**config.mk**
```make
export PLATFORM = sky130hd
export DESIGN_NAME = round_robin_arbiter_8
export DESIGN_NICKNAME = d
export VERILOG_FILES = /design/src/rtl/arb_pkg.sv /design/src/rtl/rr_priority_pick.sv /design/src/rtl/round_robin_arbiter_8.sv
export SDC_FILE = /design/constraint.sdc
export NUM_CORES = 1
export LEC_CHECK = 0
export BUFFER_PORTS_ARGS = -buffer_cell sky130_fd_sc_hd__buf_2
export CAP_MARGIN = 10
export CORE_MARGIN = 2
export CORE_UTILIZATION = 45
export DETAILED_ROUTE_END_ITERATION = 12
export MAX_ROUTING_LAYER = met4
export PLACE_DENSITY = 0.61
export SLEW_MARGIN = 10
export SYNTH_ARGS = -nofsm -noshare
export SYNTH_HDL_FRONTEND = slang
export SYNTH_SLANG_ARGS = --single-unit
```
**constraint.sdc**
```tcl
create_clock -name Clock_In -period 3.15 [get_ports Clock_In]
set_clock_uncertainty 0.05 [all_clocks]
set_input_delay 0.63 -clock Clock_In [delete_from_list [all_inputs] [get_ports Clock_In]]
set_output_delay 0.63 -clock Clock_In [all_outputs]
set_load 0.03 [all_outputs]
```
**src/rtl/arb_pkg.sv**
```systemverilog
// Shared types and helpers for the 8-way round-robin arbiter.
package arb_pkg;

  localparam int unsigned NUM_REQ = 8;
  localparam int unsigned IDX_W   = 3;

  typedef enum logic {
    IDLE = 1'b0,
    BUSY = 1'b1
  } arb_state_e;

  // Encode a one-hot (or all-zero) vector into a binary index; zero maps to 0.
  function automatic logic [IDX_W-1:0] onehot_to_index(input logic [NUM_REQ-1:0] oh);
    logic [IDX_W-1:0] idx;
    idx = '0;
    for (int unsigned i = 0; i < NUM_REQ; i++) begin
      if (oh[i]) idx = idx | IDX_W'(i);
    end
    return idx;
  endfunction

endpackage

```
**src/rtl/rr_priority_pick.sv**
```systemverilog
// Rotating-priority winner search: first set request strictly above Ptr,
// wrapping to the lowest set request, optionally ignoring one requester.
module rr_priority_pick
  import arb_pkg::*;
(
  input  logic [NUM_REQ-1:0] Req,
  input  logic [IDX_W-1:0]   Ptr,
  input  logic               Exclude_Valid,
  input  logic [IDX_W-1:0]   Exclude_Idx,
  output logic               Found,
  output logic [IDX_W-1:0]   Winner_Idx
);

  logic [NUM_REQ-1:0] req_eff;
  logic [NUM_REQ-1:0] req_masked;
  logic               found_hi;
  logic               found_lo;
  logic [IDX_W-1:0]   idx_hi;
  logic [IDX_W-1:0]   idx_lo;

  // Masked pick above Ptr, falling back to the lowest set bit of the full vector.
  always_comb begin
    req_eff = Req;
    if (Exclude_Valid) req_eff[Exclude_Idx] = 1'b0;

    req_masked = '0;
    for (int unsigned i = 0; i < NUM_REQ; i++) begin
      if (IDX_W'(i) > Ptr) req_masked[i] = req_eff[i];
    end

    found_hi = 1'b0;
    idx_hi   = '0;
    found_lo = 1'b0;
    idx_lo   = '0;
    for (int unsigned i = 0; i < NUM_REQ; i++) begin
      if (!found_hi && req_masked[i]) begin
        found_hi = 1'b1;
        idx_hi   = IDX_W'(i);
      end
      if (!found_lo && req_eff[i]) begin
        found_lo = 1'b1;
        idx_lo   = IDX_W'(i);
      end
    end

    Found      = found_hi | found_lo;
    Winner_Idx = found_hi ? idx_hi : idx_lo;
  end

endmodule

```
**src/rtl/round_robin_arbiter_8.sv**
```systemverilog
// 8-requester round-robin arbiter with bounded grant hold and zero-bubble handover.
module round_robin_arbiter_8
  import arb_pkg::*;
#(
  parameter int unsigned MAX_HOLD_CYCLES = 16
) (
  input  logic               Clock_In,
  input  logic               Reset_n_In,
  input  logic               Enable_In,
  input  logic [NUM_REQ-1:0] Req_In,
  output logic [NUM_REQ-1:0] Grant_Out,
  output logic [IDX_W-1:0]   Grant_Index_Out,
  output logic               Grant_Valid_Out
);

  localparam logic [7:0] MAX_HOLD = 8'(MAX_HOLD_CYCLES);

  arb_state_e         state_q, state_d;
  logic [IDX_W-1:0]   ptr_q,   ptr_d;
  logic [7:0]         cnt_q,   cnt_d;
  logic [NUM_REQ-1:0] grant_q, grant_d;

  logic [IDX_W-1:0]   holder_idx;
  logic               pick_found;
  logic [IDX_W-1:0]   pick_idx;

  assign holder_idx = onehot_to_index(grant_q);

  // In BUSY the holder is excluded, so a preempt never wraps back onto it.
  rr_priority_pick u_pick (
    .Req           (Req_In),
    .Ptr           (ptr_q),
    .Exclude_Valid (state_q == BUSY),
    .Exclude_Idx   (holder_idx),
    .Found         (pick_found),
    .Winner_Idx    (pick_idx)
  );

  // Next-state: grant, hold, handover, preempt or clear.
  always_comb begin
    state_d = state_q;
    ptr_d   = ptr_q;
    cnt_d   = cnt_q;
    grant_d = grant_q;

    if (!Enable_In) begin
      state_d = IDLE;
      cnt_d   = '0;
      grant_d = '0;
    end else begin
      unique case (state_q)
        IDLE: begin
          if (pick_found) begin
            state_d = BUSY;
            ptr_d   = pick_idx;
            cnt_d   = 8'd1;
            grant_d = NUM_REQ'(1) << pick_idx;
          end
        end
        BUSY: begin
          if (!Req_In[holder_idx]) begin
            if (pick_found) begin
              ptr_d   = pick_idx;
              cnt_d   = 8'd1;
              grant_d = NUM_REQ'(1) << pick_idx;
            end else begin
              state_d = IDLE;
              cnt_d   = '0;
              grant_d = '0;
            end
          end else if (cnt_q < MAX_HOLD) begin
            cnt_d = cnt_q + 8'd1;
          end else if (pick_found) begin
            ptr_d   = pick_idx;
            cnt_d   = 8'd1;
            grant_d = NUM_REQ'(1) << pick_idx;
          end
        end
        default: begin
          state_d = IDLE;
          cnt_d   = '0;
          grant_d = '0;
        end
      endcase
    end
  end

  // State registers with asynchronous active-low reset; Ptr starts at 7.
  always_ff @(posedge Clock_In or negedge Reset_n_In) begin
    if (!Reset_n_In) begin
      state_q <= IDLE;
      ptr_q   <= '1;
      cnt_q   <= '0;
      grant_q <= '0;
    end else begin
      state_q <= state_d;
      ptr_q   <= ptr_d;
      cnt_q   <= cnt_d;
      grant_q <= grant_d;
    end
  end

  assign Grant_Out       = grant_q;
  assign Grant_Index_Out = holder_idx;
  assign Grant_Valid_Out = |grant_q;

endmodule
```
# Word level (Yosys, flattened, before mapping)
# Index checks and enable logic that the tools add are counted.
[totals] ff_bits=20 inputBits=11 output_inout_bits=12 elab_cells=125
[classes] addsub=1 n_lt_le_gt_ge=11 eq_ne=2 n_shift=1 mux=71 bitwise_logic=4 n_reduce_logical=31
[op_table] cell="$mux 8" n=10
[op_table] cell="$mux 3" n=16
[op_table] cell="$mux 1" n=33
[op_table] cell="$pmux 8 s2" n=2
[op_table] cell="$logic_and 1x1->1" n=15
[op_table] cell="$logic_not 1->1" n=14
[op_table] cell="$gt 3x3->1 const A" n=4
[op_table] cell="$mux 2" n=6
[op_table] cell="$add 8x1->8 const B" n=1
[op_table] cell="$and 8x8->8" n=1
[op_table] cell="$lt 8x5->1 const B" n=1
[op_table] cell="$not 8->8" n=1
[op_table] cell="$reduce_or 8->1" n=1
[op_table] cell="$shl 1x3->8 const A" n=1
[op_table] cell="$gt 1x3->1 const A" n=2
[op_table] cell="$gt 2x3->1 const A" n=2
[op_table] cell="$pmux 3 s2" n=1
[op_table] cell="$lt 3x4->1 const B" n=1
[op_table] cell="$ne 4x4->1 const B" n=1
[op_table] cell="$bmux 1 s3" n=1
[op_table] cell="$demux 1 s3" n=1
[op_table] cell="$ge 3x1->1 const B" n=1
[op_table] cell="$ne 3x3->1 const B" n=1
[op_table] cell="$pmux 1 s2" n=1
[op_table] cell="other kinds (3)" n=3

# Longest topological paths before layout
# Gate-level depths: netlist of run 1.
[logic_depth] ltp_word=44 depth_mapped=10 ltp_nobuf=8

# Cells and area by module
# A second synthesis of run 1 with hierarchy kept.
[hier_totals] hier_cells=210 hier_area_um2=1759.2
[modules_own_cells] mod="round_robin_arbiter_8" n_inst=1 cells_each=133 area_each_um2=1222.4
[modules_own_cells] mod="rr_priority_pick" n_inst=1 cells_each=77 area_each_um2=536.8

# Worst setup path after synthesis of run 1
# No wires, ideal clock.
[synth_path] kind="reg-to-reg" start="register grant_q[3], in the netlist Grant_Out[3]" end="register grant_q[3], in the netlist Grant_Out[3]" setup_ns=0.095 arrival_time_ns=2.562 t_required_ns=3.005 setup_slack_ns=0.443 stages_incl_launch_ff=8 cell_sequence="dfrtp_1 nor4_4 inv_2 a41oi_2 nor4b_4 nor3b_4 or3b_1 o31ai_1"
[synth_between] elab_chain_cells=42 word_cells_on_any_way=91
[synth_rtl] item="start: declaration" line_no="round_robin_arbiter_8.sv:21" text="logic [NUM_REQ-1:0] grant_q, grant_d;"
[synth_rtl] item="start signal: assignment" line_no="round_robin_arbiter_8.sv:99" text="grant_q <= grant_d;"
[synth_rtl] item="$mux 2 (*)" line_no="arb_pkg.sv:17" text="if (oh[i]) idx = idx | IDX_W'(i);"
[synth_rtl] item="$mux 3 (*) (4 in a row)" line_no="arb_pkg.sv:17"
[synth_rtl] item="via Grant_Index_Out[1]" line_no="round_robin_arbiter_8.sv:12" text="output logic [IDX_W-1:0] Grant_Index_Out,"
[synth_rtl] item="$lt 3x4->1 (implied by the code) or $ge 3x1->1 (tied branches)" line_no="rr_priority_pick.sv:24" text="if (Exclude_Valid) req_eff[Exclude_Idx] = 1'b0;"
[synth_rtl] item="$logic_and 1x1->1 (implied by the code)" line_no="rr_priority_pick.sv:24"
[synth_rtl] item="$mux 1 (implied by the code)" line_no="rr_priority_pick.sv:24"
[synth_rtl] item="$demux 1 s3"
[synth_rtl] item="$not 8->8 (no source line)"
[synth_rtl] item="[24 not listed]"
[synth_rtl] item="$mux 3 or $mux 1 (tied branches)" line_no="rr_priority_pick.sv:36" text="if (!found_hi && req_masked[i]) begin"
[synth_rtl] item="$mux 3" line_no="rr_priority_pick.sv:47" text="Winner_Idx = found_hi ? idx_hi : idx_lo;"
[synth_rtl] item="$shl 1x3->8" line_no="round_robin_arbiter_8.sv:57, round_robin_arbiter_8.sv:65, round_robin_arbiter_8.sv:76"
[synth_rtl] item="$mux 8" line_no="round_robin_arbiter_8.sv:53, round_robin_arbiter_8.sv:73"
[synth_rtl] item="$mux 8" line_no="round_robin_arbiter_8.sv:71" text="end else if (cnt_q < MAX_HOLD) begin"
[synth_rtl] item="$mux 8" line_no="round_robin_arbiter_8.sv:61" text="if (!Req_In[holder_idx]) begin"
[synth_rtl] item="$pmux 8 s2" line_no="round_robin_arbiter_8.sv:51" text="unique case (state_q)"
[synth_rtl] item="$mux 8" line_no="round_robin_arbiter_8.sv:46" text="if (!Enable_In) begin"
# The timed path passes the listed nets; every way through them passes the cells marked *. The select of a mux whose other input is x is not followed.
# A chain may end at the register's enable or synchronous reset.

# Worst setup path in the final report of run 1
[layout_path] start="register grant_q[3], in the netlist Grant_Out[3]" end="register grant_q[6], in the netlist Grant_Out[6]"
[layout_between] elab_chain_cells=42 word_cells_on_any_way=91
[layout_rtl] item="$mux 2 (*)" line_no="arb_pkg.sv:17"
[layout_rtl] item="$mux 3 (*) (4 in a row)" line_no="arb_pkg.sv:17"
[layout_rtl] item="$lt 3x4->1 (implied by the code) or $ge 3x1->1 (tied branches)" line_no="rr_priority_pick.sv:24"
[layout_rtl] item="$logic_and 1x1->1 (implied by the code)" line_no="rr_priority_pick.sv:24"
[layout_rtl] item="$mux 1 (implied by the code)" line_no="rr_priority_pick.sv:24"
[layout_rtl] item="$demux 1 s3"
[layout_rtl] item="$not 8->8 (no source line)"
[layout_rtl] item="$and 8x8->8 (no source line)"
[layout_rtl] item="[23 not listed]"
[layout_rtl] item="$mux 3 or $mux 1 (tied branches)" line_no="rr_priority_pick.sv:36"
[layout_rtl] item="$mux 3" line_no="rr_priority_pick.sv:47"
[layout_rtl] item="$shl 1x3->8" line_no="round_robin_arbiter_8.sv:57, round_robin_arbiter_8.sv:65, round_robin_arbiter_8.sv:76"
[layout_rtl] item="$mux 8" line_no="round_robin_arbiter_8.sv:53, round_robin_arbiter_8.sv:73"
[layout_rtl] item="$mux 8" line_no="round_robin_arbiter_8.sv:71"
[layout_rtl] item="$mux 8" line_no="round_robin_arbiter_8.sv:61"
[layout_rtl] item="$pmux 8 s2" line_no="round_robin_arbiter_8.sv:51"
[layout_rtl] item="$mux 8" line_no="round_robin_arbiter_8.sv:46"
# Mark *: on every way between the ends. The rest lies on a longest branch, timed or not. The select of a mux whose other input is x is not followed.

==> results.tsv, run 1 <==
metric	value	unit
Max-Cap Viols	0	
WL final	4500	µm
Layout fillers	347	
antenna-violating nets left	0	
Synth Warn #	0	
# DRC	0	
top area cells in the synthesized netlist	dfrtp_1 (26%), nand2_1 (5.7%), dfstp_2 (4.8%)	
Fin. Hold Viols	0	
Peak VDD IR	0.376	mV
vias in the first global route	1569	
GRT Total Usage	24.0	%
Bufs and invs on worst path	1	
Post-Synthesis Cells	187	
HPWL after detailed placement	3460	µm
P&R area growth vs syn	11.5	%
status	finished clean	
number of port buffers	22	
CP Capture Type	flip-flop	
clock root buffer	clkbuf_8	
headroom to the max-slew limit	59.7	%
clk sinks	20	
Starting DRT DRC Count	159	
Via density	6.14	
Total Power	2170	µW
Final #Nets	223	
Main synth FF type	dfrtp_1	
die height	64.6	µm
Crit Path Class	flip-flop to flip-flop	
FF+latch count, synth	20	
Post-synth EDFFs	0	
P_leak	0.000816	µW
fmax	344	MHz
delay-heaviest family, CP	simple AND/OR/NAND/NOR gates	
Ports	23	
Syn Std Cell Area	1650	µm²
Synth top cells by count	nand2_1 (25), dfrtp_1 (17), nor2_1 (10), o21ai_0 (10)	
DR WL/cell	17.4	µm
Post-synth ARST share	100	%
Worst Path Max Fanout	11	
Netlist cell types	57	
share of cells above drive strength 1	24.3	%
ANT cells	0	
total gr overflow	0	
Synth Net Count	199	
max incr delay on CP	0.51	ns
Clock Tree Buf Depth	2	
post-layout util	51.0	%
via count	1585	
clock transition at the registers of the reported paths	0.07	ns
fin crit share	92.2	%
Req. time, crit path	3.26	ns
Core Rows	22	
Die Area	4170	µm²
clk_lat worst skew	0.26	ns
Startpoint Class	flip-flop	
number of antenna violations at the first check in global routing	0	
worst path cell trace	nor4_4, buf_4, o2111ai_1, nand4_1, nor2_1, nor3b_4, or3b_1, o31ai_1	
Core Region	3610	µm²
HP Class	input port to asynchronous set/reset pin	
Worst EP arrival	3.01	ns
GPL Wtd Cong	0.941	
top cell type's share of synthesized area	25.8	%
Die X	64.6	µm
largest net degree at the start of global routing	21	
number of CTS-inserted buffers	3	
RSZ-0062 raised after global routing	false	
H-tree levels	1	
global-route wire length before repair	7670	µm
Final Slew Violations	0	
WHS	0.261	ns
setup violators final	0	
Starting Density	45.8	%
mean post-synth cell area	8.83	µm²
CP max stage cell	dfrtp_1	
Slew @ Worst Pin	0.598	ns
fin crit period	2.90	ns
PD cells	1180	nW/µm²
CTS tree	done	
Pre-antenna DRT Iters	6	
register area share after synthesis	30.6	%
setup TNS	0	ns
top-count cell post-synth	nand2_1	
cell accounting for the most synthesized area	dfrtp_1	
[where the power goes]
group | leakage, µW | total (µW) | internal [µW] | switching [µW]
registers | 0.000263 | 487 | 339 | 148
logic | 0.000530 | 1510 | 529 | 977
clock network | 0.0000228 | 172 | 90.0 | 82.0
total | 0.000816 | 2170 | 959 | 1210
[cell type report]
type                    count  area (µm²)  area share, %
multi-input cells         148        1050           56.8
flip-flops and latches     20         504           27.4
repair buffers             26         140           7.61
well taps                  48        60.1           3.26
clock buffers               4        45.0           2.45
inverters                  12        45.0           2.45
[kinds of logic after synthesis]
logic type	share of synthesized area, %
buffers and inverters	6.06
AND/OR/NAND/NOR	30.8
flip-flops	30.6
adder cells (fa/ha/maj)	0.758
AO/OA/AOI/OAI	29.5
multiplexers	1.82
XOR/XNOR	0.531
[worst paths after layout]
kind,from,to,slack [ns],cells after the start
worst min register to register,cnt_q[5],cnt_q[5],0.44,1
max in group asynchronous,Reset_n_In,ptr_q[0],2.45,1
worst min-delay path,Reset_n_In,Grant_Out[1],0.26,1
worst max register to register,Grant_Out[3],Grant_Out[6],0.25,8
worst max-delay path,Grant_Out[3],Grant_Out[6],0.25,8
min in group Clock_In,cnt_q[5],cnt_q[5],0.44,1
[per-layer routing]
metal / global-route usage [%] / wire, µm / vias up
met5: - / 0 / -
met2: 41.4 / 2190 / 55
li1: - / - / 768
met1: 30.4 / 2030 / 756
met3: 2.95 / 242 / 6
met4: 5.05 / 38 / 0
[registers in the layout, indices dropped and copies added, names as in the netlist]
register and cells:
Grant_Out 8, cnt_q 8, ptr_q 3, state_q 1
[what timing repair did]
action                                  CTS  global route
hold buffers                              0             0
gates resized for setup                   0             0
endpoints found under the setup margin    0             4
buffers inserted                          0             1
[through the flow]
stage / instances / cell area (µm²) / worst slack (ns)
CTS: 257 / 1830 / 0.151
floorplan: 187 / 1650 / 0.443
global placement: 253 / 1790 / 0.149
global route: 258 / 1840 / 0.0391
detailed placement: 253 / 1790 / 0.170
finish: 258 / 1840 / 0.247
[layout by cell type (no fill, tap or decap), types with 2 or more instances in the layout]
cell        n
a21oi_1     6
a31oi_1     5
a32o_1      2
a41oi_2     2
and2_1      5
and3_1      2
buf_2      22
buf_4       4
clkbuf_8    3
dfrtp_1    17
dfstp_2     3
inv_1       9
inv_2       3
mux2i_1     3
nand2_1    25
nand2b_1    3
nand3_1     6
nand4_1     5
nor2_1     10
nor3_1      5
nor4_1      2
nor4_4      3
nor4b_4     2
o2111ai_1   4
o211a_1     2
o21ai_0    10
o21ai_1     2
o21bai_1    2
o31ai_1     9
o41ai_1     5
or2_1       2
or2_2       2
Note: power is estimated with default switching activity, not from simulation.
==> run 2, diff against run 1 <==
--- a/config.mk
+++ b/config.mk
@@ -10,8 +10,8 @@
 export CORE_MARGIN = 2
 export CORE_UTILIZATION = 45
 export DETAILED_ROUTE_END_ITERATION = 12
-export MAX_ROUTING_LAYER = met4
 export PLACE_DENSITY = 0.61
+export SKIP_CTS_REPAIR_TIMING = 1
 export SLEW_MARGIN = 10
 export SYNTH_ARGS = -nofsm -noshare
 export SYNTH_HDL_FRONTEND = slang
==> results.tsv, run 2 (synthesis gave the netlist of run 1 again) <==
metric	value	unit	change
Starting Density	45.8	%	unchanged
Ports	23		unchanged
Slew @ Worst Pin	0.569	ns	was 0.598 ns
Core Rows	22		unchanged
CTS tree	done		unchanged
clock root buffer	clkbuf_8		unchanged
Fin. Hold Viols	0		unchanged
max incr delay on CP	0.56	ns	was 0.51 ns
Max-Cap Viols	0		unchanged
status	finished clean		unchanged
Die Area	4170	µm²	unchanged
die height	64.6	µm	unchanged
Worst EP arrival	3.03	ns	was 3.01 ns
number of antenna violations at the first check in global routing	0		unchanged
Peak VDD IR	0.409	mV	was 0.376 mV
PD cells	1160	nW/µm²	was 1180 nW/µm²
GRT Total Usage	21.9	%	was 24.0%
H-tree levels	1		unchanged
Worst Path Max Fanout	12		was 11
DR WL/cell	16.5	µm	was 17.4 µm
vias in the first global route	1465		was 1569
number of CTS-inserted buffers	3		unchanged
fmax	342	MHz	was 344 MHz
Final Slew Violations	0		unchanged
CP max stage cell	dfrtp_1		unchanged
GPL Wtd Cong	0.914		was 0.941
most frequent cells in the layout	nand2_1 (25), buf_2 (22), dfrtp_1 (17)		unchanged
Setup crit start	Grant_Out[6]		was Grant_Out[3]
clk_lat worst skew	0.25	ns	was 0.26 ns
setup ws final	0.226	ns	was 0.247 ns
Startpoint Class	flip-flop		unchanged
Pre-antenna DRT Iters	4		was 6
fin crit period	2.92	ns	was 2.90 ns
setup violators final	0		unchanged
Core Region	3610	µm²	unchanged
Die X	64.6	µm	unchanged
global-route wire length before repair	7180	µm	was 7670 µm
CP Capture Type	flip-flop		unchanged
Setup WS pre-CTS	0.216	ns	was 0.170 ns
RSZ-0062 raised after global routing	false		unchanged
clk sinks	20		unchanged
Clock Tree Buf Depth	2		unchanged
ANT cells	0		unchanged
commonest non-fill, non-tap cell in the layout	nand2_1		unchanged
fin crit share	92.8	%	was 92.2%
HPWL after detailed placement	3340	µm	was 3460 µm
Starting DRT DRC Count	159		unchanged
HP Class	input port to asynchronous set/reset pin		unchanged
Crit Reg-Reg Startpoint	Grant_Out[6]		was Grant_Out[3]
antenna-violating nets left	0		unchanged
largest net degree at the start of global routing	21		unchanged
clock transition at the registers of the reported paths	0.07	ns	about the same
Layout fillers	351		was 347
worst path cell trace	nor4_4, inv_2, a41oi_2, nor4b_4, nor3b_4, or3b_1, o31ai_1		was nor4_4, buf_4, o2111ai_1, nand4_1, nor2_1, nor3b_4, or3b_1, o31ai_1
share of cells above drive strength 1	24.4	%	was 24.3%
P_leak	0.000817	µW	was 0.000816 µW
via count	1559		was 1585
Via density	6.07		was 6.14
# DRC	0		unchanged
Worst Reg-to-Reg Cells	7		was 8
WL final	4250	µm	was 4500 µm
P&R area growth vs syn	11.7	%	was 11.5%
headroom to the max-slew limit	61.7	%	was 59.7%
total gr overflow	0		unchanged
Final #Nets	222		was 223
number of port buffers	22		unchanged
Req. time, crit path	3.26	ns	about the same
setup TNS	0	ns	unchanged
Crit Path Class	flip-flop to flip-flop		unchanged
==> run 2: report_power, final <==
part	leakage, µW	total (µW)	internal (µW)	switching (µW)
clock	0.0000288	190	111	78.5
combinational	0.000526	1460	513	945
sequential	0.000263	490	339	151
total	0.000817	2140	964	1170
==> run 2: layer usage <==
metal / track usage, % / vias up / part of all wire (%)
li1: - / 768 / -
met1: 29.8 / 731 / 45
met2: 37.0 / 53 / 48
met3: 3.13 / 7 / 5.6
met4: 4.52 / 0 / 0.99
met5: 0 / - / 0
==> run 2: path summary, 6_finish.rpt <==
| check | to | slack (ns) |
|---|---|---|
| worst max-delay path | Grant_Out[6] | 0.23 |
| worst min-delay path | Grant_Out[1] | 0.25 |
| worst max register to register | Grant_Out[6] | 0.23 |
| worst min register to register | cnt_q[4] | 0.44 |
| max in group asynchronous | ptr_q[0] | 2.47 |
| min in group Clock_In | cnt_q[4] | 0.44 |
==> run 2: through the flow <==
stage               power (µW)  instances  utilization [%]  instance area, µm²  hold WS (ns)
floorplan                 1620        187                -                1650         0.284
global placement          1930        253             49.6                1790         0.430
detailed placement        1940        253             49.6                1790         0.425
CTS                       2140        257             51.1                1840         0.263
global route              2310        257             51.1                1840         0.284
finish                    2140        257             51.1                1840         0.253
==> run 2: cell type report <==
| type | count | area (µm²) | share of cell area, % |
|---|---|---|---|
| inverter | 12 | 45.0 | 2.44 |
| clock buffer | 4 | 55.1 | 2.99 |
| multi-input combinational | 148 | 1050 | 56.8 |
| sequential | 20 | 504 | 27.4 |
| tap | 48 | 60.1 | 3.26 |
| timing repair buffer | 25 | 133 | 7.20 |
==> run 2: critical path: cells and delay by family (launching register included) <==
| family | cells | cell delay (ns) |
|---|---|---|
| AO/OA/AOI/OAI | 2 | 0.66 |
| buffers and inverters | 1 | 0.16 |
| flip-flops | 1 | 0.56 |
| AND/OR/NAND/NOR | 4 | 1.40 |
==> run 3, diff against run 2 <==
--- a/config.mk
+++ b/config.mk
@@ -5,12 +5,13 @@
 export SDC_FILE = /design/constraint.sdc
 export NUM_CORES = 1
 export LEC_CHECK = 0
+export ABC_AREA = 1
 export BUFFER_PORTS_ARGS = -buffer_cell sky130_fd_sc_hd__buf_2
 export CAP_MARGIN = 10
 export CORE_MARGIN = 2
 export CORE_UTILIZATION = 45
 export DETAILED_ROUTE_END_ITERATION = 12
-export PLACE_DENSITY = 0.61
+export PLACE_DENSITY = 0.62
 export SKIP_CTS_REPAIR_TIMING = 1
 export SLEW_MARGIN = 10
 export SYNTH_ARGS = -nofsm -noshare
==> results.tsv, run 3 <==
metric	value	unit	change
clk_lat worst skew	0.30	ns	was 0.25 ns
Core Rows	20		was 22
Req. time, crit path	3.34	ns	was 3.26 ns
Worst path depth	13		was 7
Via density	4.97		was 6.07
fin crit period	2.28	ns	was 2.92 ns
Worst EP arrival	2.47	ns	was 3.03 ns
max incr delay on CP	0.45	ns	was 0.56 ns
Synth top cells by count	nand2_1 (71), nor2_1 (25), inv_1 (24)		was nand2_1 (25), dfrtp_1 (17), nor2_1 (10), o21ai_0 (10)
Max-Cap Viols	0		unchanged
Slew @ Worst Pin	0.434	ns	was 0.569 ns
WL final	3580	µm	was 4250 µm
die height	61.6	µm	was 64.6 µm
WL met2	1480	µm	was 2040 µm
mean post-synth cell area	6.78	µm²	was 8.83 µm²
delay-heaviest family, CP	simple AND/OR/NAND/NOR gates		unchanged
Final #Nets	259		was 222
Syn Std Cell Area	1490	µm²	was 1650 µm²
CTS tree	done		unchanged
clock transition at the registers of the reported paths	0.12	ns	was 0.07 ns
HPWL after detailed placement	2910	µm	was 3340 µm
Inst Count DP	286		was 253
Clock Tree Buf Depth	2		unchanged
vias in the first global route	1233		was 1465
Die X	61.6	µm	was 64.6 µm
Worst Path Max Fanout	8		was 12
Die Area	3790	µm²	was 4170 µm²
number of port buffers	22		unchanged
Netlist cell types	26		was 57
fin crit share	72.3	%	was 92.8%
cell accounting for the most synthesized area	dfrtp_1		unchanged
clk sinks	20		unchanged
Post-synth ARST share	100	%	unchanged
Main synth FF type	dfrtp_1		unchanged
H-tree levels	1		unchanged
Bufs and invs on worst path	0		was 1
Post-Synthesis Cells	220		was 187
FF+latch count, synth	20		unchanged
top sig layer	met3		was met4
RSZ-0062 raised after global routing	false		unchanged
antenna-violating nets left	0		unchanged
share of cells above drive strength 1	25.6	%	was 24.4%
GPL Wtd Cong	0.899		was 0.914
setup violators final	0		unchanged
ANT cells	0		unchanged
status	finished clean		unchanged
WL met3	196	µm	was 237 µm
clock root buffer	clkbuf_4		was clkbuf_8
FF-to-FF setup slack	0.87	ns	was 0.23 ns
Post-synth EDFFs	0		unchanged
number of antenna violations at the first check in global routing	0		unchanged
top cell type's share of synthesized area	28.5	%	was 25.8%
via count	1441		was 1559
commonest non-fill, non-tap cell in the layout	nand2_1		unchanged
top-count cell post-synth	nand2_1		unchanged
# DRC	0		unchanged
Ports	23		unchanged
Final Slew Violations	0		unchanged
top area cells in the synthesized netlist	dfrtp_1 (29%), nand2_1 (18%), nor2_1 (6.3%)		was dfrtp_1 (26%), nand2_1 (5.7%), dfstp_2 (4.8%)
P&R area growth vs syn	14.6	%	was 11.7%
fmax	439	MHz	was 342 MHz
Pre-antenna DRT Iters	4		unchanged
Non-Filler Instances	290		was 257
number of CTS-inserted buffers	3		unchanged
Fin. Hold Viols	0		unchanged
Synth Warn #	0		unchanged
GRT Total Usage	20.5	%	was 21.9%
DR WL/cell	12.4	µm	was 16.5 µm
worst path cell trace	nor2_2, nand3_1, nor2_1, nand2_1, nand2_1, nand2_1, nor2_4, nand4_2, nor2_4, nand2_2, a21oi_4, nand2_1, o21ai_1		was nor4_4, inv_2, a41oi_2, nor4b_4, nor3b_4, or3b_1, o31ai_1
most frequent CP cell	nand2_1		
total gr overflow	0		unchanged
global-route wire length before repair	5750	µm	was 7180 µm
CP Capture Type	flip-flop		unchanged
Starting Density	48.1	%	was 45.8%
Starting DRT DRC Count	155		was 159
Crit Path Class	flip-flop to flip-flop		unchanged
most frequent cells in the layout	nand2_1 (71), nor2_1 (25), inv_1 (24)		was nand2_1 (25), buf_2 (22), dfrtp_1 (17)
HP Class	input port to asynchronous set/reset pin		unchanged
largest net degree at the start of global routing	21		unchanged
setup TNS	0	ns	unchanged
Worst Reg-to-Reg Cells	13		was 7
Startpoint Class	flip-flop		unchanged
register area share after synthesis	33.8	%	was 30.6%
Core Region	3100	µm²	was 3610 µm²
CP max stage cell	dfrtp_1		unchanged
headroom to the max-slew limit	71.1	%	was 61.7%
Metal-1 WL	1900	µm	was 1930 µm
Synth Net Count	232		was 199
-- run 3: cell count changes after synthesis, moves of 9 or more --
cell | previous run | this run
o31ai_1 | 9 | 0
nand3_1 | 6 | 16
nor2_1 | 10 | 25
nand2_2 | 0 | 9
inv_1 | 9 | 24
nand2_1 | 25 | 71
-- run 3: cells by family after synthesis --
family	share of synthesized area, %
compound gates	13.2
fa+ha+maj	0.839
xor+xnor	0.587
simple gates	43.6
flops	33.8
buf+inv	7.97
-- run 3: final cells by class --
type | instances | area (µm²)
Timing Repair Buffer | 22 | 110
Fill cell | 328 | 1390
Multi-Input combinational cell | 169 | 868
Tap cell | 44 | 55.1
Inverter | 31 | 119
Sequential cell | 20 | 504
Clock inverter | 1 | 30.0
Clock buffer | 3 | 22.5
-- run 3: layer usage --
metal  GRT usage, %  vias up
li1               -      761
met1           33.3      646
met2           28.0       34
met3           4.62        0
met4           3.04        0
met5              0        -
-- run 3: stage by stage --
stage / cell area [µm²] / hold WS (ns) / utilization (%) / setup slack (ns)
floorplan: 1490 / 0.284 / - / 0.950
global placement: 1660 / 0.434 / 53.4 / 0.885
detailed placement: 1660 / 0.435 / 53.4 / 0.923
CTS: 1710 / 0.199 / 55.1 / 0.876
global route: 1710 / 0.191 / 55.1 / 0.599
finish: 1710 / 0.196 / 55.1 / 0.871
-- run 3: path summary, 6_finish.rpt --
kind,start,to
max,Grant_Out[3],Grant_Out[0]
min,Reset_n_In,cnt_q[3]
max reg2reg,Grant_Out[3],Grant_Out[0]
min reg2reg,cnt_q[7],cnt_q[7]
max in group asynchronous,Reset_n_In,ptr_q[2]
min in group Clock_In,cnt_q[7],cnt_q[7]
Power of run 3 is not shown: default switching activity piles up to over one toggle a cycle in this logic, so the estimate is an artifact.
